## config.mk

```make
export PLATFORM = sky130hd
export DESIGN_NAME = branch_cmp_seq
export DESIGN_NICKNAME = d
export VERILOG_FILES = /design/src/rtl/branch_cmp_seq_pkg.sv /design/src/rtl/branch_cmp_seq_chunk_cmp.sv /design/src/rtl/branch_cmp_seq.sv
export SDC_FILE = /design/constraint.sdc
export NUM_CORES = 1
export LEC_CHECK = 0
export CAP_MARGIN = 20
export CORE_MARGIN = 5
export CORE_UTILIZATION = 45
export CTS_CLUSTER_SIZE = 28
export DETAILED_ROUTE_END_ITERATION = 10
export GPL_TIMING_DRIVEN = 1
export PLACE_DENSITY = 0.73
export SLEW_MARGIN = 5
export SYNTH_ARGS = -nofsm -noshare
export SYNTH_HDL_FRONTEND = slang
export SYNTH_HIERARCHICAL = 1
export SYNTH_SLANG_ARGS = --single-unit
```

## constraint.sdc

```tcl
create_clock -name clk -period 6.25 [get_ports clk]
set_clock_uncertainty 0.05 [all_clocks]
set_input_delay 1.875 -clock clk [delete_from_list [all_inputs] [get_ports clk]]
set_output_delay 1.875 -clock clk [all_outputs]
set_load 0.02 [all_outputs]
```

## src/rtl/branch_cmp_seq_pkg.sv

```systemverilog
// Shared definitions for the serial branch-condition resolver:
// func3 branch encodings, FSM state encoding and small decode helpers.
package branch_cmp_seq_pkg;

   // RV32I branch func3 encodings
   localparam logic [2:0] BR_BEQ  = 3'b000;
   localparam logic [2:0] BR_BNE  = 3'b001;
   localparam logic [2:0] BR_BLT  = 3'b100;
   localparam logic [2:0] BR_BGE  = 3'b101;
   localparam logic [2:0] BR_BLTU = 3'b110;
   localparam logic [2:0] BR_BGEU = 3'b111;

   // Resolver FSM state encoding
   typedef enum logic [1:0] {
      IDLE = 2'd0,
      CMP  = 2'd1,
      DONE = 2'd2
   } state_e;

   // 010 and 011 are the only unused branch encodings
   function automatic logic is_illegal(input logic [2:0] f3);
      return (f3 == 3'b010) || (f3 == 3'b011);
   endfunction

   // BLT/BGE compare two's-complement operands
   function automatic logic is_signed_type(input logic [2:0] f3);
      return (f3 == BR_BLT) || (f3 == BR_BGE);
   endfunction

   // BEQ/BNE only need an equality result
   function automatic logic is_eq_type(input logic [2:0] f3);
      return (f3 == BR_BEQ) || (f3 == BR_BNE);
   endfunction

   // Map the comparison outcome onto the selected branch condition
   function automatic logic resolve_taken(input logic [2:0] f3,
                                          input logic       eq,
                                          input logic       lt);
      logic t;
      case (f3)
         BR_BEQ:           t = eq;
         BR_BNE:           t = !eq;
         BR_BLT, BR_BLTU:  t = lt;
         BR_BGE, BR_BGEU:  t = !lt;
         default:          t = 1'b0;
      endcase
      return t;
   endfunction

endpackage

```

## src/rtl/branch_cmp_seq_chunk_cmp.sv

```systemverilog
// branch_chunk_cmp: combinational CHUNK-bit magnitude/equality compare.
// sign_inv_i flips the MSB of both operands so that a two's-complement
// chunk orders correctly under an unsigned compare.
module branch_chunk_cmp #(
   parameter int CHUNK = 8
) (
   input  logic [CHUNK-1:0] a_i,
   input  logic [CHUNK-1:0] b_i,
   input  logic             sign_inv_i,
   output logic             eq_o,
   output logic             lt_o
);

   localparam logic [CHUNK-1:0] MSB_MASK = CHUNK'(1) << (CHUNK - 1);

   logic [CHUNK-1:0] a_x;
   logic [CHUNK-1:0] b_x;

   // Bias the sign bit when comparing the top chunk of signed operands
   always_comb begin
      a_x  = a_i ^ (sign_inv_i ? MSB_MASK : '0);
      b_x  = b_i ^ (sign_inv_i ? MSB_MASK : '0);
      eq_o = (a_x == b_x);
      lt_o = (a_x < b_x);
   end

endmodule

```

## src/rtl/branch_cmp_seq.sv

```systemverilog
// branch_cmp_seq: serial RISC-V branch-condition resolver.
// Compares rs1/rs2 CHUNK bits per cycle, MSB chunk first, stopping at the
// first differing chunk, and returns taken over a valid/ready handshake.
// Optional build macro BRANCH_CMP_FAST_EQ_EN: BEQ/BNE resolve with a
// full-width equality at acceptance and skip the serial compare.
module branch_cmp_seq
   import branch_cmp_seq_pkg::*;
#(
   parameter int XLEN  = 32,
   parameter int CHUNK = 8
) (
   input  logic            clk,
   input  logic            rst_n,
   input  logic            in_valid,
   output logic            in_ready,
   input  logic [2:0]      func3,
   input  logic [XLEN-1:0] rs1,
   input  logic [XLEN-1:0] rs2,
   output logic            out_valid,
   input  logic            out_ready,
   output logic            taken,
   output logic            illegal,
   output logic            busy
);

   localparam int N     = XLEN / CHUNK;
   localparam int CNT_W = (N > 1) ? $clog2(N) : 1;

   // Operand width must split into whole chunks
   if ((XLEN % CHUNK) != 0) begin : g_bad_chunk
      $error("branch_cmp_seq: XLEN must be a multiple of CHUNK");
   end

   state_e            state_q, state_d;
   logic [CNT_W-1:0]  cnt_q, cnt_d;
   logic              taken_q, taken_d;
   logic              illegal_q, illegal_d;
   logic              out_valid_q, out_valid_d;

   // Latched request (datapath, not reset)
   logic [XLEN-1:0]   a_q;
   logic [XLEN-1:0]   b_q;
   logic [2:0]        f3_q;

   logic [CNT_W-1:0]  idx;
   logic              last_chunk;
   logic              top_chunk;
   logic [CHUNK-1:0]  a_chunk;
   logic [CHUNK-1:0]  b_chunk;
   logic              chunk_eq;
   logic              chunk_lt;
   logic              accept;

   assign accept   = (state_q == IDLE) && in_valid;
   assign in_ready = (state_q == IDLE);
   assign busy     = (state_q != IDLE);

   assign out_valid = out_valid_q;
   assign taken     = taken_q;
   assign illegal   = illegal_q;

   // Capture operands and func3 on acceptance; later input changes are ignored
   always_ff @(posedge clk) begin
      if (accept) begin
         a_q  <= rs1;
         b_q  <= rs2;
         f3_q <= func3;
      end
   end

   // Select the chunk addressed by cnt, counting down from the MSB chunk
   always_comb begin
      idx        = CNT_W'(N - 1) - cnt_q;
      last_chunk = (cnt_q == CNT_W'(N - 1));
      top_chunk  = (cnt_q == '0);
      a_chunk    = '0;
      b_chunk    = '0;
      for (int i = 0; i < N; i++) begin
         if (idx == CNT_W'(i)) begin
            a_chunk = a_q[i*CHUNK +: CHUNK];
            b_chunk = b_q[i*CHUNK +: CHUNK];
         end
      end
   end

   branch_chunk_cmp #(
      .CHUNK      (CHUNK)
   ) u_chunk_cmp (
      .a_i        (a_chunk),
      .b_i        (b_chunk),
      .sign_inv_i (is_signed_type(f3_q) && top_chunk),
      .eq_o       (chunk_eq),
      .lt_o       (chunk_lt)
   );

   // Next-state, counter and result decode for the resolver FSM
   always_comb begin
      state_d   = state_q;
      cnt_d     = cnt_q;
      taken_d   = taken_q;
      illegal_d = illegal_q;

      case (state_q)
         IDLE: begin
            if (in_valid) begin
               cnt_d     = '0;
               illegal_d = is_illegal(func3);
               if (is_illegal(func3)) begin
                  taken_d = 1'b0;
                  state_d = DONE;
               end
`ifdef BRANCH_CMP_FAST_EQ_EN
               else if (is_eq_type(func3)) begin
                  taken_d = resolve_taken(func3, rs1 == rs2, 1'b0);
                  state_d = DONE;
               end
`endif
               else begin
                  state_d = CMP;
               end
            end
         end

         CMP: begin
            if (!chunk_eq) begin
               taken_d = resolve_taken(f3_q, 1'b0, chunk_lt);
               state_d = DONE;
            end else if (last_chunk) begin
               taken_d = resolve_taken(f3_q, 1'b1, 1'b0);
               state_d = DONE;
            end else begin
               cnt_d = cnt_q + CNT_W'(1);
            end
         end

         DONE: begin
            if (out_ready) begin
               state_d = IDLE;
            end
         end

         default: begin
            state_d = IDLE;
         end
      endcase

      out_valid_d = (state_d == DONE);
   end

   // Control and result registers; reset discards any in-flight request
   always_ff @(posedge clk or negedge rst_n) begin
      if (!rst_n) begin
         state_q     <= IDLE;
         cnt_q       <= '0;
         taken_q     <= 1'b0;
         illegal_q   <= 1'b0;
         out_valid_q <= 1'b0;
      end else begin
         state_q     <= state_d;
         cnt_q       <= cnt_d;
         taken_q     <= taken_d;
         illegal_q   <= illegal_d;
         out_valid_q <= out_valid_d;
      end
   end

endmodule

```

* Yosys cells after proc, flatten, opt, wreduce, memory -nomap -nowiden
Index checks and enable logic that the tools add are counted.
Storage, ports and cells: bits of input ports 71, output and inout bits 5, word-level logic and storage cells 76, flip-flop bits (word level) 74
Operators by class: reduce and logical (&&, ||, !) cells 17, order comparisons 1, eq/ne operators 20, add/sub/neg operators 2, multiplexer cells 26, bitwise operators 2
Operators by type and width (count):
- $mux W8 | 9
- $mux W2 | 8
- $xor A8 B8 Y8 | 2
- $eq A3 B3 Y1 const B | 4
- $eq A2 B2 Y1 const B | 5
- $eq A8 B8 Y1 | 1
- $lt A8 B8 Y1 | 1
- $reduce_and A4 Y1 | 2
- $eq A3 B2 Y1 const B | 2
- $logic_not A2 Y1 | 3
- $ne A2 B2 Y1 const B | 3
- $pmux W2 S3 | 1
- $mux W1 | 5
- $eq A2 B1 Y1 const B | 2
- $pmux W2 S2 | 1
- $reduce_bool A2 Y1 | 2
- $reduce_or A2 Y1 | 2
- $eq A3 B1 Y1 const B | 1
- $logic_not A3 Y1 | 1
- $ne A3 B3 Y1 const B | 1
- $pmux W1 S3 | 1
- $reduce_or A3 Y1 | 1
- $add A2 B1 Y2 const B | 1
- $logic_and A1 B1 Y1 | 2
- 6 further kinds | 7

* Logic depth before layout (Yosys ltp)
depth after elaboration 12, gate-level depth with buffers 16, mapped depth without buffers 14

* Hierarchy
The synthesis kept the hierarchy.
Modules (own cells, without submodules):
- branch_cmp_seq | cells an instance 189, sequential area each 2187.1 um2, area each 3071.7 um2, instances 1
- branch_chunk_cmp | cells an instance 29, sequential area each 0.0 um2, area each 219.0 um2, instances 1

* Worst setup path after synthesis
No wires, ideal clock.
path kind in2reg, start input port in_valid, end register taken_q (netlist: taken), library setup time 0.142 ns, path buffers 0, arrival time 2.863 ns, stages on the path 4, setup slack 3.195 ns, required time 6.058 ns, path through or3b_4 clkinv_4 a21bo_1 o211ai_1
Between the ends: cells in the longest elaborated chain, start to end 2
Ends and longest elaborated chain:
- start, declared | RTL line branch_cmp_seq.sv:14 | input logic in_valid,
- $ne A2 B2 Y1 (no source line)
- $reduce_and A4 Y1 (no source line)
- end signal, assigned | RTL line branch_cmp_seq.sv:161 | taken_q <= taken_d;
- end, declared | RTL line branch_cmp_seq.sv:36 | logic taken_q, taken_d;
No other way between the ends. A chain may end at the register's enable or synchronous reset.

* Worst setup path in the final report
start register cnt_q[0], end register taken_q (netlist: taken)
Between the ends: elaborated cells on any way between the ends 27, classes of those cells add/sub (1); order compare (1); eq/ne (6); mux (12); bitwise (2); reduce/logical (5)
RTL lines:
- start, declared | RTL line branch_cmp_seq.sv:35 | logic [CNT_W-1:0] cnt_q, cnt_d;
- start signal, assigned | RTL line branch_cmp_seq.sv:160 | cnt_q <= cnt_d;
- $sub A2 B2 Y2 * | RTL line branch_cmp_seq.sv:73 | idx = CNT_W'(N - 1) - cnt_q;
- $logic_not A2 Y1 | RTL line branch_cmp_seq.sv:79 | if (idx == CNT_W'(i)) begin
- $mux W8 (3 in series) | RTL line branch_cmp_seq.sv:79
- $mux W8 * | RTL line branch_cmp_seq.sv:79
- net a_chunk[7] | RTL line branch_cmp_seq.sv:48 | logic [CHUNK-1:0] a_chunk;
- $xor A8 B8 Y8 * | RTL line branch_cmp_seq_chunk_cmp.sv:21 | a_x = a_i ^ (sign_inv_i ? MSB_MASK : '0);
- $eq A8 B8 Y1 * | RTL line branch_cmp_seq_chunk_cmp.sv:23 | eq_o = (a_x == b_x);
- net chunk_eq | RTL line branch_cmp_seq.sv:50 | logic chunk_eq;
- $ne A3 B3 Y1 (no source line) / $mux W1 (equally long branches)
- $reduce_and A4 Y1 (no source line) / $pmux W1 S2 (equally long branches)
Mark *: on every way through the listed nets, which the timed path passes. The rest lies on a longest branch.

==> reports/qor.csv <==
metric,value,unit
PostCTS Resize Cnt,0,
outcome,"finished, final reports clean",
Startpoint Class,flop,
CP max stage cell,ha_1,
Critical Path AT,4.13,ns
Final Net Count,379,
routed vias/inst,5.00,
minimum clock period,3.97,ns
dominant synthesized flop cell,edfxtp_1,
Root Buffer Master,clkbuf_8,
Hold/Removal Path Class,reg2reg,
Mapped Nets,301,
Starting Density,45.9,%
drt initial violations,52,
Sink Count,74,
GP Congestion,0.789,
"FF+latch count, synth",74,
DIE WIDTH,95.5,um
post-CTS setup buffer count,0,
WP buf/inv,1,
antenna-violating nets left,0,
P per Cell Area,316,mW/mm^2
Cells after DPL,384,
largest net degree at the start of global routing,70,
"Max FO, Critical Path",18,
Power Total,1.37,mW
H-Tree Depth,3,
DP HPWL,4350,um
Die H,95.5,um
Total GRT Usage,14.6,%
"Setup violations, final",0,
FMAX,252,MHz
"Remaining Overflow, GRT",0,
initial antenna violation count,0,
WL/cell,15.6,um
vias in the first global route,2122,
ys async rst share,9.46,%
Ys Warns,6,
residual DRC count,0,
Synth Area per Inst,15.1,um^2
CP Class,reg2reg,
sequential area share after synthesis,66.5,%
RSZ-0062 raised after global routing,false,
Pre-Repair DR Iteration Count,4,
"Clk pin slew, worst setup/hold paths",0.08,ns
Worst Max-Slew Pin Slew,0.956,ns
hold buffers post-CTS,0,
final hold vios,0,
final WL,6250,um
I/O Pins,76,
required time worst endpoint,6.41,ns
peak supply drop,0.148,mV
area of the mapped netlist,0.00329,mm^2
area of the core,0.00718,mm^2
share of cells above drive strength 1,14.3,%
relative slew slack,36.3,%
final cell count without fillers,400,
Post-synth EDFFs,67,
TritonCTS Buffers,9,
port bufs,75,
Post-Route Setup TNS,0,ns
via count,2000,
CP Cell Sequence,"inv_1, ha_1, nor2b_4, a221oi_1, o31ai_1, xor2_1, ha_1, nand3_1, nor3_1, nor4b_1, o311ai_0, o211ai_1",
CP top delay family,adder cells,
"reg-to-reg slack, setup",2.28,ns
CTS tree,done,
CP Capture Type,flop,
fin crit share,63.5,%
fin. max-slew vios,0,
max_cap viols,0,
leakage,1.57,nW
diodes inserted,0,
Syn Inst Count,218,
most frequent CP cell,ha_1,
die area,0.00912,mm^2
Area Growth Syn to Fin,31.9,%
"slowest stage delay, CP",0.79,ns
Max clock buf depth,2,
synth unique cells,42,
global-route wire length before repair,9860,um
num rows,31,
clk_lat worst skew,0.35,ns
[worst register-to-register path, stage by stage, from the launching register on]
cell and delay (ns):
dfrtp_1 0.43, inv_1 0.10, ha_1 0.79, nor2b_4 0.28, a221oi_1 0.34, o31ai_1 0.12
xor2_1 0.16, ha_1 0.33, nand3_1 0.12, nor3_1 0.47, nor4b_1 0.12, o311ai_0 0.38
o211ai_1 0.15
[layer usage]
layer | global-route usage, % | vias to the layer above | routed length [um]
met5 | 0 | - | 0
met4 | 6.04 | 0 | 119
met3 | 4.10 | 8 | 330
met2 | 25.1 | 52 | 3180
met1 | 17.1 | 953 | 2620
li1 | - | 987 | -
[stage by stage]
step	instance area [um^2]	hold WS (ns)	utilization (%)	setup slack, ns
final	4340	0.436	60.5	2.28
after detailed placement	4120	0.426	57.5	2.34
after floorplan	3290	0.464	-	3.20
after CTS	4340	0.443	60.5	2.32
after global placement	4120	0.426	57.5	2.52
after global routing	4340	0.478	60.5	1.99
[synth_stat cells (2+ instances only)]
master	number	share of area, %
ha_1	12	4.6
o31ai_2	10	3.8
a221oi_1	5	1.3
a22oi_1	2	0.46
clkbuf_1	4	0.46
nor2b_1	17	3.2
nor2_1	2	0.23
o31ai_1	5	1.1
and3b_1	2	0.53
nand3_1	4	0.61
buf_2	3	0.46
dfrtp_1	7	5.3
edfxtp_1	67	61
a21oi_1	4	0.61
a221oi_2	11	5.0
nor3_1	2	0.30
inv_1	13	1.5
o21ai_0	4	0.61
buf_6	2	0.68
and2_1	2	0.38
nand2_1	19	2.2
[final timing paths]
kind | endpoint | cells after the start | from
min reg2reg | illegal | 2 | illegal
max | taken | 12 | cnt_q[0]
max reg2reg | taken | 12 | cnt_q[0]
max in group asynchronous | cnt_q[0] | 1 | rst_n
min | illegal | 2 | illegal
min in group asynchronous | out_valid | 1 | rst_n
[report_power, final]
group          switching, mW  internal [mW]  leakage (nW)
sequential            0.0404          0.662         0.724
clock                  0.176          0.224         0.105
combinational          0.141          0.128         0.738
[registers in the layout, summed over array words and instances, names as in the netlist]
register,cells
a_q,32
b_q,32
cnt_q,2
f3_q,3
illegal,1
out_valid,1
state_q,2
taken,1
[placed cells by master (no fill, tap or decap), drive strengths merged, types with 2 or more instances in the layout]
cell type / netlist / final
a21oi: 4 / 4
a221oi: 16 / 16
a22oi: 2 / 2
and2: 2 / 2
and3b: 2 / 2
buf: 6 / 2
bufinv: 0 / 2
clkbuf: 4 / 9
clkdlybuf4s50: 0 / 75
clkinv: 1 / 4
dfrtp: 7 / 7
edfxtp: 67 / 67
ha: 12 / 12
inv: 13 / 14
nand2: 20 / 20
nand3: 4 / 4
nor2: 2 / 2
nor2b: 18 / 18
nor3: 2 / 2
o21ai: 5 / 5
o31ai: 15 / 15
[layout make-up]
class	instances	area, um^2
Sequential cell	74	2190
Tap cell	99	124
Inverter	14	57.6
Timing Repair Buffer	77	766
Clock inverter	7	92.6
Fill cell	568	2840
Multi-Input combinational cell	120	990
Clock buffer	9	124
[cells by family (layout without fill, tap and decap cells)]
group,count (synthesis),count (layout),share of synthesized area [%]
compound gates,49,49,15.1
xor+xnor,2,2,0.532
flops,74,74,66.5
buf+inv,24,107,3.46
simple gates,57,57,9.92
fa+ha+maj,12,12,4.56
No activity file was read; power rests on OpenSTA's default activity.
